File: src/rtl/digit_glyph_pkg.sv
// digit_glyph_pkg: shared types, sample-window geometry and the segment-pattern
// decode used by glyph_digit_reader and its per-window hit counters.
package digit_glyph_pkg;

    localparam int NUM_SEGS = 8;
    localparam int CNT_W    = 6;

    localparam logic [CNT_W-1:0] CNT_MAX = 6'd63;

    // Segment index, also the bit position inside seg_out.
    typedef enum logic [2:0] {
        SEG_T  = 3'd0,
        SEG_M  = 3'd1,
        SEG_B  = 3'd2,
        SEG_LU = 3'd3,
        SEG_LL = 3'd4,
        SEG_RU = 3'd5,
        SEG_RL = 3'd6,
        SEG_C  = 3'd7
    } seg_idx_e;

    typedef enum logic [1:0] {
        WAIT_START = 2'd0,
        ACCUM      = 2'd1,
        DECODE     = 2'd2
    } state_e;

    // Inclusive window bounds, box-relative, indexed by seg_idx_e.
    //                                            T       M       B       LU      LL      RU      RL      C
    localparam logic [11:0] WIN_X_LO [NUM_SEGS] = '{12'd41, 12'd41, 12'd41, 12'd31, 12'd31, 12'd71, 12'd71, 12'd51};
    localparam logic [11:0] WIN_X_HI [NUM_SEGS] = '{12'd60, 12'd60, 12'd60, 12'd33, 12'd33, 12'd73, 12'd73, 12'd53};
    localparam logic [11:0] WIN_Y_LO [NUM_SEGS] = '{12'd11, 12'd51, 12'd91, 12'd21, 12'd61, 12'd21, 12'd61, 12'd21};
    localparam logic [11:0] WIN_Y_HI [NUM_SEGS] = '{12'd13, 12'd53, 12'd93, 12'd40, 12'd80, 12'd40, 12'd80, 12'd40};

    // One bit per window: is the box-relative offset (dx, dy) inside it.
    function automatic logic [NUM_SEGS-1:0] window_hits(input logic [11:0] dx, input logic [11:0] dy);
        logic [NUM_SEGS-1:0] hits;
        hits = {NUM_SEGS{1'b0}};
        for (int i = 0; i < NUM_SEGS; i++) begin
            hits[i] = (dx >= WIN_X_LO[i]) && (dx <= WIN_X_HI[i]) &&
                      (dy >= WIN_Y_LO[i]) && (dy <= WIN_Y_HI[i]);
        end
        return hits;
    endfunction

    // Segment flags {C,RL,RU,LL,LU,B,M,T} -> {err, digit}; unknown patterns give {1, 4'hF}.
    function automatic logic [4:0] decode_segs(input logic [7:0] segs);
        logic [4:0] res;
        case (segs)
            8'h7D:   res = 5'h00;
            8'h80:   res = 5'h01;
            8'h37:   res = 5'h02;
            8'h67:   res = 5'h03;
            8'h6A:   res = 5'h04;
            8'h4F:   res = 5'h05;
            8'h5F:   res = 5'h06;
            8'h61:   res = 5'h07;
            8'h7F:   res = 5'h08;
            8'h6B:   res = 5'h09;
            default: res = 5'h1F;
        endcase
        return res;
    endfunction

endpackage

File: src/rtl/glyph_seg_counter.sv
// glyph_seg_counter: 6-bit saturating lit-pixel counter for one sample window.
// Exposes its next value so the decoder can include a hit still in flight.
module glyph_seg_counter
    import digit_glyph_pkg::*;
(
    input  logic             pixel_clk_in,
    input  logic             rst_in,
    input  logic             clr_in,
    input  logic             inc_in,
    output logic [CNT_W-1:0] count_next_out
);

    logic [CNT_W-1:0] count_d;
    logic [CNT_W-1:0] count_q;

    // Next count: clear has priority, otherwise increment until saturated.
    always_comb begin
        count_d = count_q;
        if (clr_in) begin
            count_d = 6'd0;
        end else if (inc_in && (count_q != CNT_MAX)) begin
            count_d = count_q + 6'd1;
        end else begin
            count_d = count_q;
        end
    end

    // Count register.
    always_ff @(posedge pixel_clk_in or negedge rst_in) begin
        if (!rst_in) begin
            count_q <= 6'd0;
        end else begin
            count_q <= count_d;
        end
    end

    assign count_next_out = count_d;

endmodule

File: src/rtl/glyph_digit_reader.sv
// glyph_digit_reader: reads a seven-segment digit glyph back from the pixel
// stream by counting lit pixels in eight sample windows of a WIDTH x HEIGHT box.
// Optional build macro DIGIT_DEBOUNCE_EN: publish a result only when two
// consecutive frames decode to the same value.
module glyph_digit_reader
    import digit_glyph_pkg::*;
#(
    parameter int WIDTH     = 256,
    parameter int HEIGHT    = 256,
    parameter int ON_THRESH = 45
) (
    input  logic        pixel_clk_in,
    input  logic        rst_in,
    input  logic [10:0] x_in,
    input  logic [9:0]  y_in,
    input  logic [10:0] hcount_in,
    input  logic [9:0]  vcount_in,
    input  logic        pixel_in,
    output logic [3:0]  digit_out,
    output logic [7:0]  seg_out,
    output logic        digit_valid_out,
    output logic        digit_error_out
);

    localparam logic [11:0]      LAST_DX = 12'(WIDTH) - 12'd1;
    localparam logic [11:0]      LAST_DY = 12'(HEIGHT) - 12'd1;
    localparam logic [CNT_W-1:0] THRESH  = 6'(ON_THRESH);

    state_e state_q, state_d;
    logic [10:0] x_lat_q, x_lat_d;
    logic [9:0]  y_lat_q, y_lat_d;

    logic        pix_q, pix_d;
    logic [7:0]  hit_q, hit_d;
    logic        first_q, first_d;
    logic        last_q, last_d;

    logic [3:0]  digit_q, digit_d;
    logic [7:0]  seg_q, seg_d;
    logic        valid_q, valid_d;
    logic        err_q, err_d;
`ifdef DIGIT_DEBOUNCE_EN
    logic [3:0]  prev_q, prev_d;
`endif

    logic        origin_s;
    logic [10:0] x_ref_s;
    logic [9:0]  y_ref_s;
    logic [11:0] dx_s, dy_s;
    logic        accum_s;
    logic        cnt_clr_s;
    logic [7:0]  cnt_inc_s;
    logic [CNT_W-1:0] cnt_next_s [NUM_SEGS];
    logic [7:0]  seg_s;
    logic [4:0]  dec_s;

    // Stage 1 inputs: box-relative offsets and window membership. A live origin
    // uses the incoming x_in/y_in so the origin pixel itself sees dx = dy = 0.
    always_comb begin
        origin_s = (hcount_in == x_in) && (vcount_in == y_in);
        if ((state_q == WAIT_START) || ((state_q == ACCUM) && origin_s)) begin
            x_ref_s = x_in;
            y_ref_s = y_in;
        end else begin
            x_ref_s = x_lat_q;
            y_ref_s = y_lat_q;
        end
        dx_s    = {1'b0, hcount_in} - {1'b0, x_ref_s};
        dy_s    = {2'b00, vcount_in} - {2'b00, y_ref_s};
        pix_d   = pixel_in;
        hit_d   = window_hits(dx_s, dy_s);
        first_d = (dx_s == 12'd0) && (dy_s == 12'd0);
        last_d  = (dx_s == LAST_DX) && (dy_s == LAST_DY);
    end

    // Stage 1 register.
    always_ff @(posedge pixel_clk_in or negedge rst_in) begin
        if (!rst_in) begin
            pix_q   <= 1'b0;
            hit_q   <= 8'h00;
            first_q <= 1'b0;
            last_q  <= 1'b0;
        end else begin
            pix_q   <= pix_d;
            hit_q   <= hit_d;
            first_q <= first_d;
            last_q  <= last_d;
        end
    end

    assign cnt_inc_s = accum_s ? (hit_q & {8{pix_q}}) : 8'h00;

    for (genvar i = 0; i < NUM_SEGS; i++) begin : g_cnt
        glyph_seg_counter u_cnt (
            .pixel_clk_in   (pixel_clk_in),
            .rst_in         (rst_in),
            .clr_in         (cnt_clr_s),
            .inc_in         (cnt_inc_s[i]),
            .count_next_out (cnt_next_s[i])
        );
    end

    // Threshold every window count (including the hit still in stage 1) and decode.
    always_comb begin
        seg_s = 8'h00;
        for (int i = 0; i < NUM_SEGS; i++) begin
            seg_s[i] = (cnt_next_s[i] >= THRESH);
        end
        dec_s = decode_segs(seg_s);
    end

    // Frame FSM. The result is captured on entry to DECODE so the valid pulse is
    // presented during DECODE, two cycles after the last box pixel.
    always_comb begin
        state_d   = state_q;
        x_lat_d   = x_lat_q;
        y_lat_d   = y_lat_q;
        cnt_clr_s = 1'b0;
        accum_s   = 1'b0;
        digit_d   = digit_q;
        seg_d     = seg_q;
        err_d     = err_q;
        valid_d   = 1'b0;
`ifdef DIGIT_DEBOUNCE_EN
        prev_d    = prev_q;
`endif
        case (state_q)
            WAIT_START: begin
                if (origin_s) begin
                    x_lat_d   = x_in;
                    y_lat_d   = y_in;
                    cnt_clr_s = 1'b1;
                    state_d   = ACCUM;
                end else begin
                    state_d   = WAIT_START;
                end
            end
            ACCUM: begin
                accum_s = 1'b1;
                if (last_q) begin
                    state_d = DECODE;
`ifdef DIGIT_DEBOUNCE_EN
                    prev_d = dec_s[3:0];
                    if (dec_s[3:0] == prev_q) begin
                        digit_d = dec_s[3:0];
                        seg_d   = seg_s;
                        err_d   = dec_s[4];
                        valid_d = 1'b1;
                    end else begin
                        valid_d = 1'b0;
                    end
`else
                    digit_d = dec_s[3:0];
                    seg_d   = seg_s;
                    err_d   = dec_s[4];
                    valid_d = 1'b1;
`endif
                end else if (origin_s) begin
                    // A box start without the previous box finishing: the old
                    // frame was clipped, restart on the current coordinates.
                    x_lat_d   = x_in;
                    y_lat_d   = y_in;
                    cnt_clr_s = 1'b1;
                end else if (first_q) begin
                    cnt_clr_s = 1'b1;
                end else begin
                    state_d = ACCUM;
                end
            end
            DECODE: begin
                state_d = WAIT_START;
            end
            default: begin
                state_d = WAIT_START;
            end
        endcase
    end

    // FSM, latched box origin and registered outputs.
    always_ff @(posedge pixel_clk_in or negedge rst_in) begin
        if (!rst_in) begin
            state_q <= WAIT_START;
            x_lat_q <= 11'd0;
            y_lat_q <= 10'd0;
            digit_q <= 4'h0;
            seg_q   <= 8'h00;
            valid_q <= 1'b0;
            err_q   <= 1'b0;
`ifdef DIGIT_DEBOUNCE_EN
            prev_q  <= 4'hE;
`endif
        end else begin
            state_q <= state_d;
            x_lat_q <= x_lat_d;
            y_lat_q <= y_lat_d;
            digit_q <= digit_d;
            seg_q   <= seg_d;
            valid_q <= valid_d;
            err_q   <= err_d;
`ifdef DIGIT_DEBOUNCE_EN
            prev_q  <= prev_d;
`endif
        end
    end

    assign digit_out       = digit_q;
    assign seg_out         = seg_q;
    assign digit_valid_out = valid_q;
    assign digit_error_out = err_q;

endmodule

File: config.mk
export PLATFORM = sky130hd
export DESIGN_NAME = glyph_digit_reader
export DESIGN_NICKNAME = d
export VERILOG_FILES = /design/src/rtl/digit_glyph_pkg.sv /design/src/rtl/glyph_seg_counter.sv /design/src/rtl/glyph_digit_reader.sv
export SDC_FILE = /design/constraint.sdc
export NUM_CORES = 1
export LEC_CHECK = 0
export CAP_MARGIN = 30
export CORE_MARGIN = 8
export CORE_UTILIZATION = 40
export CTS_BUF_LIST = sky130_fd_sc_hd__clkbuf_8
export DETAILED_ROUTE_END_ITERATION = 10
export DONT_BUFFER_PORTS = 1
export PLACE_DENSITY = 0.59
export SLEW_MARGIN = 20
export SYNTH_ARGS = -nofsm -noshare
export SYNTH_HDL_FRONTEND = slang
export SYNTH_SLANG_ARGS = --single-unit
File: constraint.sdc
create_clock -name pixel_clk_in -period 5.05 [get_ports pixel_clk_in]
set_input_delay 0.7575 -clock pixel_clk_in [delete_from_list [all_inputs] [get_ports pixel_clk_in]]
set_output_delay 0.7575 -clock pixel_clk_in [all_outputs]
set_load 0.05 [all_outputs]
==> run summary, run 1 <==
The flow ran to the end, and the final reports show no timing, DRC or antenna violations. Of all nets on the critical path, the largest fanout is 5. The synthesis-to-layout area growth was 7.10%.

The post-synthesis net count is 793. The number of endpoints with negative hold slack in the final report came out at 0. By instance count, the leading cell after synthesis is dfrtp_1.

The worst setup path is launched from a primary input. The die width was 144 µm. The initialized floorplan defines 46 standard-cell rows. The die covers 20700 µm². After clock tree synthesis, the setup repair step added 0 buffers. Pin placement for this block handled 59 I/O pins. For this design the ratio of total power to cell area is 209 nW/µm². The post-synthesis sequential area ratio is 0.367. The layout has 1572 filler cells. The worst slack at placement was 0.0461 ns; the number of enable flip-flop cells after synthesis was 0. The clock tree synthesis step divided the H-tree into 3 levels. The largest area contributor in the netlist was dfrtp_1. In the synthesized netlist, the cells that appear most often are 96 x dfrtp_1, 74 x nor2_1, 61 x nand2_1. The fmax is 215 MHz. Data arrives at the worst endpoint at 4.92 ns. Clock slew seen by the registers of the worst setup and hold paths: 0.10 ns. The most critical setup path has its startpoint at y_in[9]. After detailed routing, the average wire length per cell comes to 15.2 µm. The final antenna-violating net count is 0. The total power consumption of the routed design was 1.46 mW; the Yosys warning count was 0. The headroom to the max-slew limit is 0.520. The first routing iteration left 332 violations.

Subtracting the final worst setup slack from the clock period gives 4.65 ns. The number of gates given a new drive strength after cts came out at 0. At the worst endpoint, the required time is 5.32 ns. The share of post-route cells with drive strength above 1 was 0.104.

The critical path in this run is classified as in2reg. The tools report the number of hold buffers added after cts as 0. The first global-routing pass estimated 24500 µm of wire. At the end of routability-driven placement, the weighted congestion stood at 0.838. TritonCTS created 9 clock buffers. The run gives 5161 as the total via count after detailed routing.

For the pin with the worst max-slew slack, the measured transition is 0.717 ns. The clock skew after layout was 0.0120 ns. Among all flip-flop cells after synthesis, the most frequent one is dfrtp_1. The startpoint identified for the worst register-to-register timing path is state_q[0].

The total routing resource utilization after global routing was 0.147. The region available for standard cell placement spans 15900 µm². The period utilization came out at 0.921.

The capture point of the worst path was hit_q[3]. For the setup slack on the worst flop-to-flop path, the log shows 1.15 ns. The clock latency of the later-clocked register in the worst-skew pair came out at 0.39 ns. Area taken by flip-flops and latches: 2400 µm².

The run gives 7010 µm² as the area of all placed cells without fillers. The placed wire-length estimate is 11000 µm, and the leakage power figure is 3.23 nW. The average vias per placed instance was 5.49; the total number of clock tree sinks was 96.

After layout, the worst setup slack is 0.401 ns. TritonCTS built the clock tree. Setup repair after global routing left no endpoint under its margin. The tool flagged a number of max-cap violations equal to 0.

For the pin count of the biggest net entering global routing, the log shows 97. The detailed-route DRC error count came out at 0. For this run, the detailed router's first-pass iteration total came to 5. The number of distinct library cell variants in the gate-level netlist after synthesis was 69. The synthesized instance count was 717. Counting cells, the worst reg-to-reg path comes to 15. In this run the clock root is driven by a clkbuf_8. The sort of element at the end of the critical path was a register. In this run the cell area measured after placement is 6820 µm².

The min-delay analysis places its worst path in the category in2async. Remaining global-route overflow: 0. In this run the deepest clock path goes through 2 buffers. For the total inserted antenna cells, the log shows 0. The effective utilization at floorplan was 0.410. The final layout contains 795 nets.

The count of input and output buffers came out at 0. Measured along the y axis, the die boundary spans 144 µm. The area used by multi-input combinational logic came out at 3910 µm².

The final count of negative-setup-slack endpoints was 0; the share of Yosys cell area claimed by the top area cell type was 0.367. The tools report the post-detailed-routing wire length as 14300 µm. A synthesized cell averages 9.12 µm².

The run gives 5147 as the via count of the first global-routing pass. Counting flops and latches in the post-synthesis netlist gives 96. Final sum of negative setup slack: 0 ns.

In this run the cell area of the synthesized design comes to 6540 µm². By area the synthesized netlist is led by dfrtp_1 37%, mux2i_1 7.0%, ha_1 5.5%. Worst flop-to-flop path endpoint: hit_q[3]. The tools report the initial antenna violation count as 0. The final max-slew violation count was 0.

The fraction of registers with async set or reset after synthesis was 1.00; the peak supply drop was 0.000170 V.
## worst max-delay path, stage by stage
cell and delay [ns]:
xor2_1 0.15, nor4_1 0.43, nand4_1 0.19, or2_2 0.32, a21o_1 0.22, buf_4 0.17, mux2_2 0.30, inv_1 0.06
ha_1 0.21, nor2b_1 0.13, o21ai_0 0.19, a21oi_1 0.11, o21ai_0 0.23, a21boi_0 0.13, o21a_1 0.21, or3_1 0.36
a21oi_1 0.26, nand4_1 0.19, nor4b_1 0.31
## kinds of logic after synthesis
group | after synthesis | synth area share
AO/OA/AOI/OAI | 124 | 0.126
XOR/XNOR | 45 | 0.0602
adder cells (fa/ha/maj) | 31 | 0.0616
buffers and inverters | 59 | 0.0367
flip-flops | 96 | 0.367
multiplexers | 72 | 0.115
AND/OR/NAND/NOR | 290 | 0.233
## worst min path at each step
stage,slack [ns],start,to,cells past startpoint
CTS,0.02,rst_in,g_cnt[5].u_cnt.count_q[2],0
global placement,0.47,rst_in,g_cnt[5].u_cnt.count_q[3],0
floorplan,0.46,rst_in,digit_error_out,0
finish,0.05,rst_in,g_cnt[5].u_cnt.count_q[3],0
detailed placement,0.47,rst_in,g_cnt[5].u_cnt.count_q[3],0
global route,0.003,rst_in,g_cnt[5].u_cnt.count_q[2],0
## metrics by stage
step	instances	hold slack (ns)	util
CTS	940	0.0226	0.439
floorplan	717	0.462	-
detailed placement	924	0.465	0.428
global placement	924	0.465	0.428
finish	940	0.0511	0.439
global route	940	0.00273	0.439
## area by class of cell
type,count,share of cell area
sequential,96,0.343
inverter,38,0.0204
tap,216,0.0386
timing repair buffer,12,0.0129
clock inverter,6,0.00714
clock buffer,10,0.0196
multi-input combinational,562,0.559
## report_power, final
| group | total (mW) | internal, mW | switching, mW |
|---|---|---|---|
| Sequential | 0.769 | 0.768 | 0.000948 |
| Clock | 0.501 | 0.200 | 0.301 |
| Combinational | 0.193 | 0.0794 | 0.114 |
| Total | 1.46 | 1.05 | 0.416 |
## layout by cell type, fill, tap and decap left out, drive strengths merged, types with 7 or more instances in the layout
cell type,n
nand2b,9
nor4,12
ha,29
nand3,29
inv,41
nor2,74
nand2,62
and4b,8
o21a,7
a21oi,23
mux2i,46
clkbuf,10
dfrtp,96
o21ai,43
xor2,33
a21boi,7
nand4,24
buf,12
nor3,13
xnor2,12
mux2,26
nor2b,11
and3,12
## state kept, by name, indices dropped and copies added, names as in the netlist
signal,cells
last_q,1
hit_q,8
state_q,2
x_lat_q,11
first_q,1
digit_valid_out,1
digit_out,4
seg_out,8
pix_q,1
g_cnt.u_cnt.count_q,48
digit_error_out,1
y_lat_q,10
## layer usage
metal / track usage / up-vias / wire [µm]
li1: - / 2583 / -
met1: 0.178 / 2455 / 6520
met2: 0.243 / 108 / 6640
met3: 0.0521 / 15 / 985
met4: 0.0393 / 0 / 146
met5: 0 / - / 0
(Power assumes the default switching activity.)
==> run 2: changes to the inputs <==
--- a/config.mk
+++ b/config.mk
@@ -8,7 +8,7 @@
 export CAP_MARGIN = 30
 export CORE_MARGIN = 8
 export CORE_UTILIZATION = 40
-export CTS_BUF_LIST = sky130_fd_sc_hd__clkbuf_8
+export CTS_BUF_LIST = sky130_fd_sc_hd__clkbuf_16
 export DETAILED_ROUTE_END_ITERATION = 10
 export DONT_BUFFER_PORTS = 1
 export PLACE_DENSITY = 0.59
==> run 2 against run 1 <==
Setup slack lost 0.013 ns. Global-route usage is essentially flat. Highest routed layer unchanged. Sequential share of layout area shrank 0.44 points. Largest cell class unchanged.
==> run summary, run 2 (same netlist as run 1, synthesis figures left out) <==
The detailed-route DRC error count came out at 0 (unchanged). The initial antenna violation count was 0 (unchanged). The post-layout minimum cycle time is 4.66 ns (was 4.65 ns). The number of gates given a new drive strength after cts was 0 (unchanged); the clock skew after layout was 0.00871 ns (was 0.0120 ns).

Worst setup path category: in2reg (unchanged). The tools report the die area as 20700 µm² (unchanged). Most used cells in the layout excluding fill and tap cells: 96 x dfrtp_1, 73 x nor2_1, 61 x nand2_1, 46 x mux2i_1, 37 x inv_1 (unchanged).

The area of the core is 15900 µm² (unchanged). The starting DRC count in detailed routing came out at 313 (was 332). For the post-detailed-routing wire length, the log shows 14300 µm (about the same). Fmax: 215 MHz (about the same). The logs give 0 (unchanged) for the final max-slew violation count and 2 (unchanged) for the maximum count of clock buffers along a single path. Total inserted antenna cells: 0 (unchanged). The final weighted congestion in routability-driven placement is 0.838 (unchanged). The headroom to the max-slew limit is 0.518 (was 0.520), and the total number of clock tree sinks is 96 (unchanged). Detailed-route wire length per cell: 15.2 µm (about the same). The element type at the critical path start was a primary input (unchanged).

The area used by multi-input combinational logic is 3910 µm² (unchanged). The via count of the first global-routing pass is 5147 (unchanged), and the maximum single-stage delay on the critical path is 0.41 ns (was 0.43 ns). Library cell contributing the largest single delay on the critical path: nor4_1 (unchanged). The tools report the clock latency of the later-clocked register in the worst-skew pair as 0.35 ns (was 0.39 ns).

The total via count after detailed routing came out at 5127 (was 5161). Required time at the worst-slack endpoint: 5.29 ns (was 5.32 ns). The run gives 0.147 (about the same) as the total routing resource utilization after global routing. Final sum of negative setup slack: 0 ns (unchanged). The number of buffers added for setup after CTS was 0 (unchanged); the number of buffer and inverter instances along the worst setup path was 2 (unchanged).

The number of placed I/O pins came out at 59 (unchanged). The number of hold buffers added after cts was 0 (unchanged); the leakage power figure was 3.27 nW (was 3.23 nW). Pin count of the biggest net entering global routing: 97 (unchanged).

The run gives 7100 µm² (was 7010 µm²) as the area of all placed cells without fillers. The tools report the number of placed instances, taps included as 924 (unchanged). Largest registers: g_cnt.u_cnt.count_q x48, x_lat_q x11, y_lat_q x10 (unchanged).

The share of post-route cells with drive strength above 1 works out to 0.102 (was 0.104). The tools report the clock root buffer as clkbuf_16 (was clkbuf_8). The clock slew seen by the registers of the worst setup and hold paths is 0.07 ns (was 0.10 ns). For the worst slack on hold paths, the log shows 0.0938 ns (was 0.0511 ns). For the number of buffers inserted during clock tree synthesis, the log shows 9 (unchanged). The path category of the worst min-delay check is in2async (unchanged). CP Cell Sequence: xor2_1 -> nor4_1 -> nand4_1 -> or2_2 -> a21o_1 -> buf_4 -> mux2_2 -> inv_1 -> ha_1 -> nor2b_1 -> o21ai_0 -> a21oi_1 -> o21ai_0 -> a21boi_0 -> o21a_1 -> or3_1 -> a21oi_1 -> nand4_1 -> nor4b_1 (unchanged).

The final count of negative-setup-slack endpoints was 0 (unchanged); the synthesis-to-layout area growth was 8.49% (was 7.10%). TritonCTS built the clock tree. The number of endpoints with negative hold slack in the final report came out at 0 (unchanged). The placed wire-length estimate came out at 11000 µm (unchanged). The maximum level of the CTS H-tree came out at 3 (unchanged).

The tools report the final net count as 795 (unchanged). The peak supply drop is 0.000163 V (was 0.000170 V), and the total of fill cells in the finished design is 1558 (was 1572). The tools report the instance area at placement as 6820 µm² (unchanged). The first-pass detailed-route iteration total was 4 (was 5). The maximum fanout along the worst path was 5 (unchanged); the die width was 144 µm (unchanged). For the total of max-cap violations, the log shows 0 (unchanged). The floorplan row count is 46 (unchanged). The run finished with clean final reports.

The final non-filler cell total is 940 (unchanged). The sort of element at the end of the critical path is a register (unchanged). The period utilization was 0.923 (was 0.921); the remaining global-route overflow was 0 (unchanged).

The power per unit of standard cell area came out at 228 nW/µm² (was 209 nW/µm²). For the final antenna-violating net count, the log shows 0 (unchanged). The transition time at the pin with the least slew margin works out to 0.720 ns (was 0.717 ns). The run gives 2400 µm² (unchanged) as the area taken by flip-flops and latches. The cell family contributing the most delay on the critical path was simple AND/OR/NAND/NOR gates (unchanged). Setup repair after global routing left no endpoint under its margin. Largest register by flop count: g_cnt.u_cnt.count_q (unchanged). The run gives 0.410 (unchanged) as the effective utilization at floorplan.

Critical path arrival: 4.90 ns (was 4.92 ns). The average vias per placed instance is 5.45 (was 5.49). The count of input and output buffers works out to 0 (unchanged). The flip-flop count of the largest register, all copies and words added was 48 (unchanged); the wire length of the first global-routing pass was 24400 µm (was 24500 µm). Overall die height: 144 µm (unchanged). The most frequent standard cell in the layout excluding fill and tap cells is dfrtp_1 (unchanged).
-- run 2: cell type report --
type | instances | share of cell area
clock buffers | 9 | 0.0317
clock inverters | 7 | 0.00758
inverters | 38 | 0.0201
multi-input cells | 562 | 0.551
flip-flops and latches | 96 | 0.338
well taps | 216 | 0.0381
repair buffers | 12 | 0.0127
-- run 2: final timing paths --
path                             from  slack (ns)  depth (start not counted)                         to
max in group asynchronous      rst_in        4.81                          0                 y_lat_q[9]
min                            rst_in        0.09                          0  g_cnt[5].u_cnt.count_q[3]
min reg2reg                x_lat_q[4]        0.51                          1                 x_lat_q[4]
min in group pixel_clk_in    pixel_in        0.43                          0                      pix_q
max                           y_in[9]        0.39                         19                   hit_q[3]
max reg2reg                state_q[0]        1.16                         15                   hit_q[3]
-- run 2: metrics by stage --
stage / setup WS (ns) / utilization / total power [mW]
after floorplan: 0.228 / - / 0.934
after global placement: 0.118 / 0.428 / 0.975
after detailed placement: 0.0461 / 0.428 / 0.977
after CTS: 0.378 / 0.445 / 1.64
after global routing: 0.0799 / 0.445 / 1.71
final: 0.389 / 0.445 / 1.62
-- run 2: per-layer routing --
layer / up-vias / share of wire / GRT usage
met5: - / 0 / 0
met4: 0 / 0.012 / 0.0443
met3: 18 / 0.064 / 0.0498
met2: 95 / 0.46 / 0.243
met1: 2432 / 0.46 / 0.178
li1: 2582 / - / -
-- run 2: report_power, final --
part / switching (mW) / internal (mW) / leakage [nW] / total, mW
logic: 0.114 / 0.0794 / 1.87 / 0.194
registers: 0.000953 / 0.769 / 1.27 / 0.770
clock network: 0.318 / 0.340 / 0.131 / 0.657
==> run 3: changes to the inputs <==
--- a/config.mk
+++ b/config.mk
@@ -11,7 +11,8 @@
 export CTS_BUF_LIST = sky130_fd_sc_hd__clkbuf_16
 export DETAILED_ROUTE_END_ITERATION = 10
 export DONT_BUFFER_PORTS = 1
-export PLACE_DENSITY = 0.59
+export GPL_TIMING_DRIVEN = 0
+export REMOVE_ABC_BUFFERS = 1
 export SLEW_MARGIN = 20
 export SYNTH_ARGS = -nofsm -noshare
 export SYNTH_HDL_FRONTEND = slang
==> run 3 against run 2 <==
Clock skew fell by 0.0018 ns. Sequential power about the same. Via count is 1.6% higher. Sequential share of layout area down 0.11 points. Non-clock buffer count is 7 lower. Core utilization increased by 0.14 points. Routed wire length rose by 0.36%. Critical path depth is 1 lower. Final cell count down 0.74%. Setup slack got worse by 0.033 ns. Global-route usage is 0.13 points lower. Combinational power about the same. Largest power group unchanged. Highest routed layer unchanged.
==> run summary, run 3 (same netlist as run 1, synthesis figures left out) <==
The post-route core utilization came out at 0.447 (was 0.445). The post-layout minimum cycle time works out to 4.69 ns (was 4.66 ns). Effective utilization at floorplan: 0.410 (unchanged). The number of endpoints with negative hold slack in the final report was 0 (unchanged); the headroom to the max-slew limit was 0.495 (was 0.518). The run gives 0.398 (was 0.406) as the fraction of power consumed by the clock network. The busiest metal layer after global routing was met2 (unchanged). The count of input and output buffers works out to 0 (unchanged).

Launch point of the critical path: y_in[2] (was y_in[9]). The run gives 1.08 ns (was 1.16 ns) as the setup slack on the worst flop-to-flop path. The run gives 1.18 mW (was 1.19 mW) as the internal portion of total power. Die area: 20700 µm² (unchanged). The origin of the critical flop-to-flop path was state_q[0] (unchanged). For the number of placed instances, taps included, the log shows 914 (was 924).

TritonCTS built the clock tree. Most used cells in the layout excluding fill and tap cells: 96 x dfrtp_1, 73 x nor2_1, 61 x nand2_1, 46 x mux2i_1, 37 x inv_1 (unchanged). The first-pass detailed-route iteration total is 5 (was 4), and the number of hold buffers added after cts is 0 (unchanged). The floorplan row count is 46 (unchanged), and the switching fraction of total power is 0.263 (was 0.267). The run gives 5158 (was 5147) as the via count of the first global-routing pass. The run gives 0.000158 V (was 0.000163 V) as the peak supply drop. The placed wire-length estimate was 10700 µm (was 11000 µm).

The final count of negative-setup-slack endpoints came out at 0 (unchanged). The run gives 0 (unchanged) as the initial antenna violation count. The area of the core is 15900 µm² (unchanged). The worst flop-to-flop path endpoint was last_q (was hit_q[3]). The tools report the total of max-cap violations as 0 (unchanged). Largest registers: g_cnt.u_cnt.count_q x48, x_lat_q x11, y_lat_q x10 (unchanged).

The logs give 96 (unchanged) for the total number of clock tree sinks and 0.00692 ns (was 0.00871 ns) for the clock skew after layout. The remaining global-route overflow came out at 0 (unchanged). Net switching power: 0.422 mW (was 0.433 mW). The number of placed I/O pins is 59 (unchanged), and the synthesis-to-layout area growth is 8.84% (was 8.49%). Clock slew seen by the registers of the worst setup and hold paths: 0.07 ns (about the same). Setup repair after global routing left no endpoint under its margin. For the detailed-route DRC error count, the log shows 0 (unchanged). Path category of the worst min-delay check: in2async (unchanged).

The total routing resource utilization after global routing is 0.146 (was 0.147). The final net count is 788 (was 795), and the average vias per placed instance is 5.58 (was 5.45). The period utilization works out to 0.930 (was 0.923). The tools report the element type at the critical path start as a primary input (unchanged). The die width was 144 µm (unchanged); the met3 track utilization from global routing was 0.0474 (was 0.0498). Share of post-route cells with drive strength above 1: 0.103 (was 0.102). The logs give 3.24 nW (was 3.27 nW) for the leakage power figure and 0.121 (was 0.119) for the portion of total power attributed to combinational logic. For the number of buffers inserted during clock tree synthesis, the log shows 9 (unchanged). Post-detailed-routing wire length: 14400 µm (was 14300 µm). The final max-slew violation count is 0 (unchanged), and the fmax is 213 MHz (was 215 MHz).

The clock latency of the later-clocked register in the worst-skew pair was 0.36 ns (was 0.35 ns); the detailed-route wire length per cell was 15.4 µm (was 15.2 µm). Largest register by flop count: g_cnt.u_cnt.count_q (unchanged). The tools report the clock root buffer as clkbuf_16 (unchanged). The met1 global-route usage was 0.165 (was 0.178); the total via count after detailed routing was 5208 (was 5127).

The maximum level of the CTS H-tree came out at 3 (unchanged). The tools report the sort of element at the end of the critical path as a register (unchanged). The critical path arrival is 4.93 ns (was 4.90 ns), and the logic depth of the worst register-to-register path is 15 (unchanged).

The logs give 2 (unchanged) for the maximum count of clock buffers along a single path and 0 (unchanged) for the final antenna-violating net count. The pin count of the biggest net entering global routing came out at 97 (unchanged). The maximum fanout along the worst path was 21 (was 5); the final weighted congestion in routability-driven placement was 0.836 (was 0.838).

For the total of fill cells in the finished design, the log shows 1544 (was 1558). The starting DRC count in detailed routing is 279 (was 313), and the worst slack on hold paths is 0.0918 ns (was 0.0938 ns). Power per unit of standard cell area: 225 nW/µm² (was 228 nW/µm²). For the total inserted antenna cells, the log shows 0 (unchanged). The transition time at the pin with the least slew margin is 0.756 ns (was 0.720 ns).

Worst setup path category: in2reg (unchanged). For the fraction of power consumed by sequential logic, the log shows 0.480 (was 0.475). Overall die height: 144 µm (unchanged). The final non-filler cell total was 933 (was 940). The capture point of the worst path was hit_q[7] (was hit_q[3]). Flip-flop count of the largest register, all copies and words added: 48 (unchanged). The tools report the met2 demand-to-capacity share in global routing as 0.253 (was 0.243). For the required time at the worst-slack endpoint, the log shows 5.29 ns (about the same). The run finished with clean final reports.

Most frequent standard cell in the layout excluding fill and tap cells: dfrtp_1 (unchanged). The run gives 24200 µm (was 24400 µm) as the wire length of the first global-routing pass.
==> run 3: changes by cell type in the layout (fill, tap and decap cells not counted), moves of 2 or more <==
cell	change
a21oi_1	-2
buf_16	+2
inv_6	-2
buf_4	-9
a21oi_2	+2
==> run 3: layout make-up <==
type	count	area (µm²)	area share
sequential	96	2400	0.337
tap	216	270	0.0380
multi-input combinational	562	3960	0.556
clock inverter	7	45.0	0.00633
inverter	38	143	0.0200
clock buffer	9	225	0.0316
timing repair buffer	5	77.6	0.0109
==> run 3: power groups by stage <==
| stage | Clock, mW | Sequential (mW) | Combinational, mW |
|---|---|---|---|
| after CTS | 0.666 | 0.770 | 0.186 |
| after global placement | 0 | 0.785 | 0.181 |
| after global routing | 0.699 | 0.770 | 0.221 |
| final | 0.639 | 0.770 | 0.195 |
| after floorplan | 0 | 0.784 | 0.148 |
| after detailed placement | 0 | 0.785 | 0.185 |
==> run 3: what timing repair did <==
item | CTS | global route
setup buffers | 1 | 2
endpoints found under the setup margin | 10 | 10
pin swaps | 1 | 0
resized for setup | 1 | 9
endpoints found under the hold margin | 0 | 0
==> run 3: how the worst min path moves through the flow <==
| stage | from | to | cells past startpoint |
|---|---|---|---|
| detailed placement | rst_in | g_cnt[3].u_cnt.count_q[2] | 0 |
| floorplan | rst_in | digit_error_out | 0 |
| CTS | rst_in | g_cnt[3].u_cnt.count_q[1] | 0 |
| global placement | rst_in | g_cnt[3].u_cnt.count_q[2] | 0 |
| finish | rst_in | digit_out[3] | 0 |
| global route | rst_in | g_cnt[3].u_cnt.count_q[2] | 0 |
==> run 3: worst max-delay path: stages <==
cell	delay [ns]
xor2_1	0.16
nor4_2	0.31
nand4_1	0.21
or2_2	0.35
a21o_4	0.35
mux2_2	0.28
ha_1	0.18
fa_1	0.22
nor2b_1	0.05
o21ai_0	0.25
a21boi_1	0.11
o21ai_0	0.24
a21boi_1	0.13
o21a_1	0.19
or3_1	0.32
a21oi_2	0.28
nand4_1	0.19
nor4_1	0.34
==> run 3: layer usage <==
metal	share of wire	vias to the layer above	wire, µm
met5	0	-	0
met2	0.49	112	7050
li1	-	2572	-
met3	0.070	14	1000
met4	0.017	0	238
met1	0.42	2510	6060
==> run 3: per-stage QoR <==
| stage | instance area, µm² | worst slack [ns] | setup TNS, ns | power, mW |
|---|---|---|---|---|
| 2_1_floorplan | 6440 | 0.305 | 0 | 0.933 |
| 3_3_place_gp | 6720 | -0.962 | -9.56 | 0.965 |
| 3_5_place_dp | 6790 | -0.598 | -4.81 | 0.970 |
| 4_1_cts | 7070 | 0.107 | 0 | 1.62 |
| 5_1_grt | 7120 | 0.0368 | 0 | 1.69 |
| 6_report | 7120 | 0.355 | 0 | 1.60 |
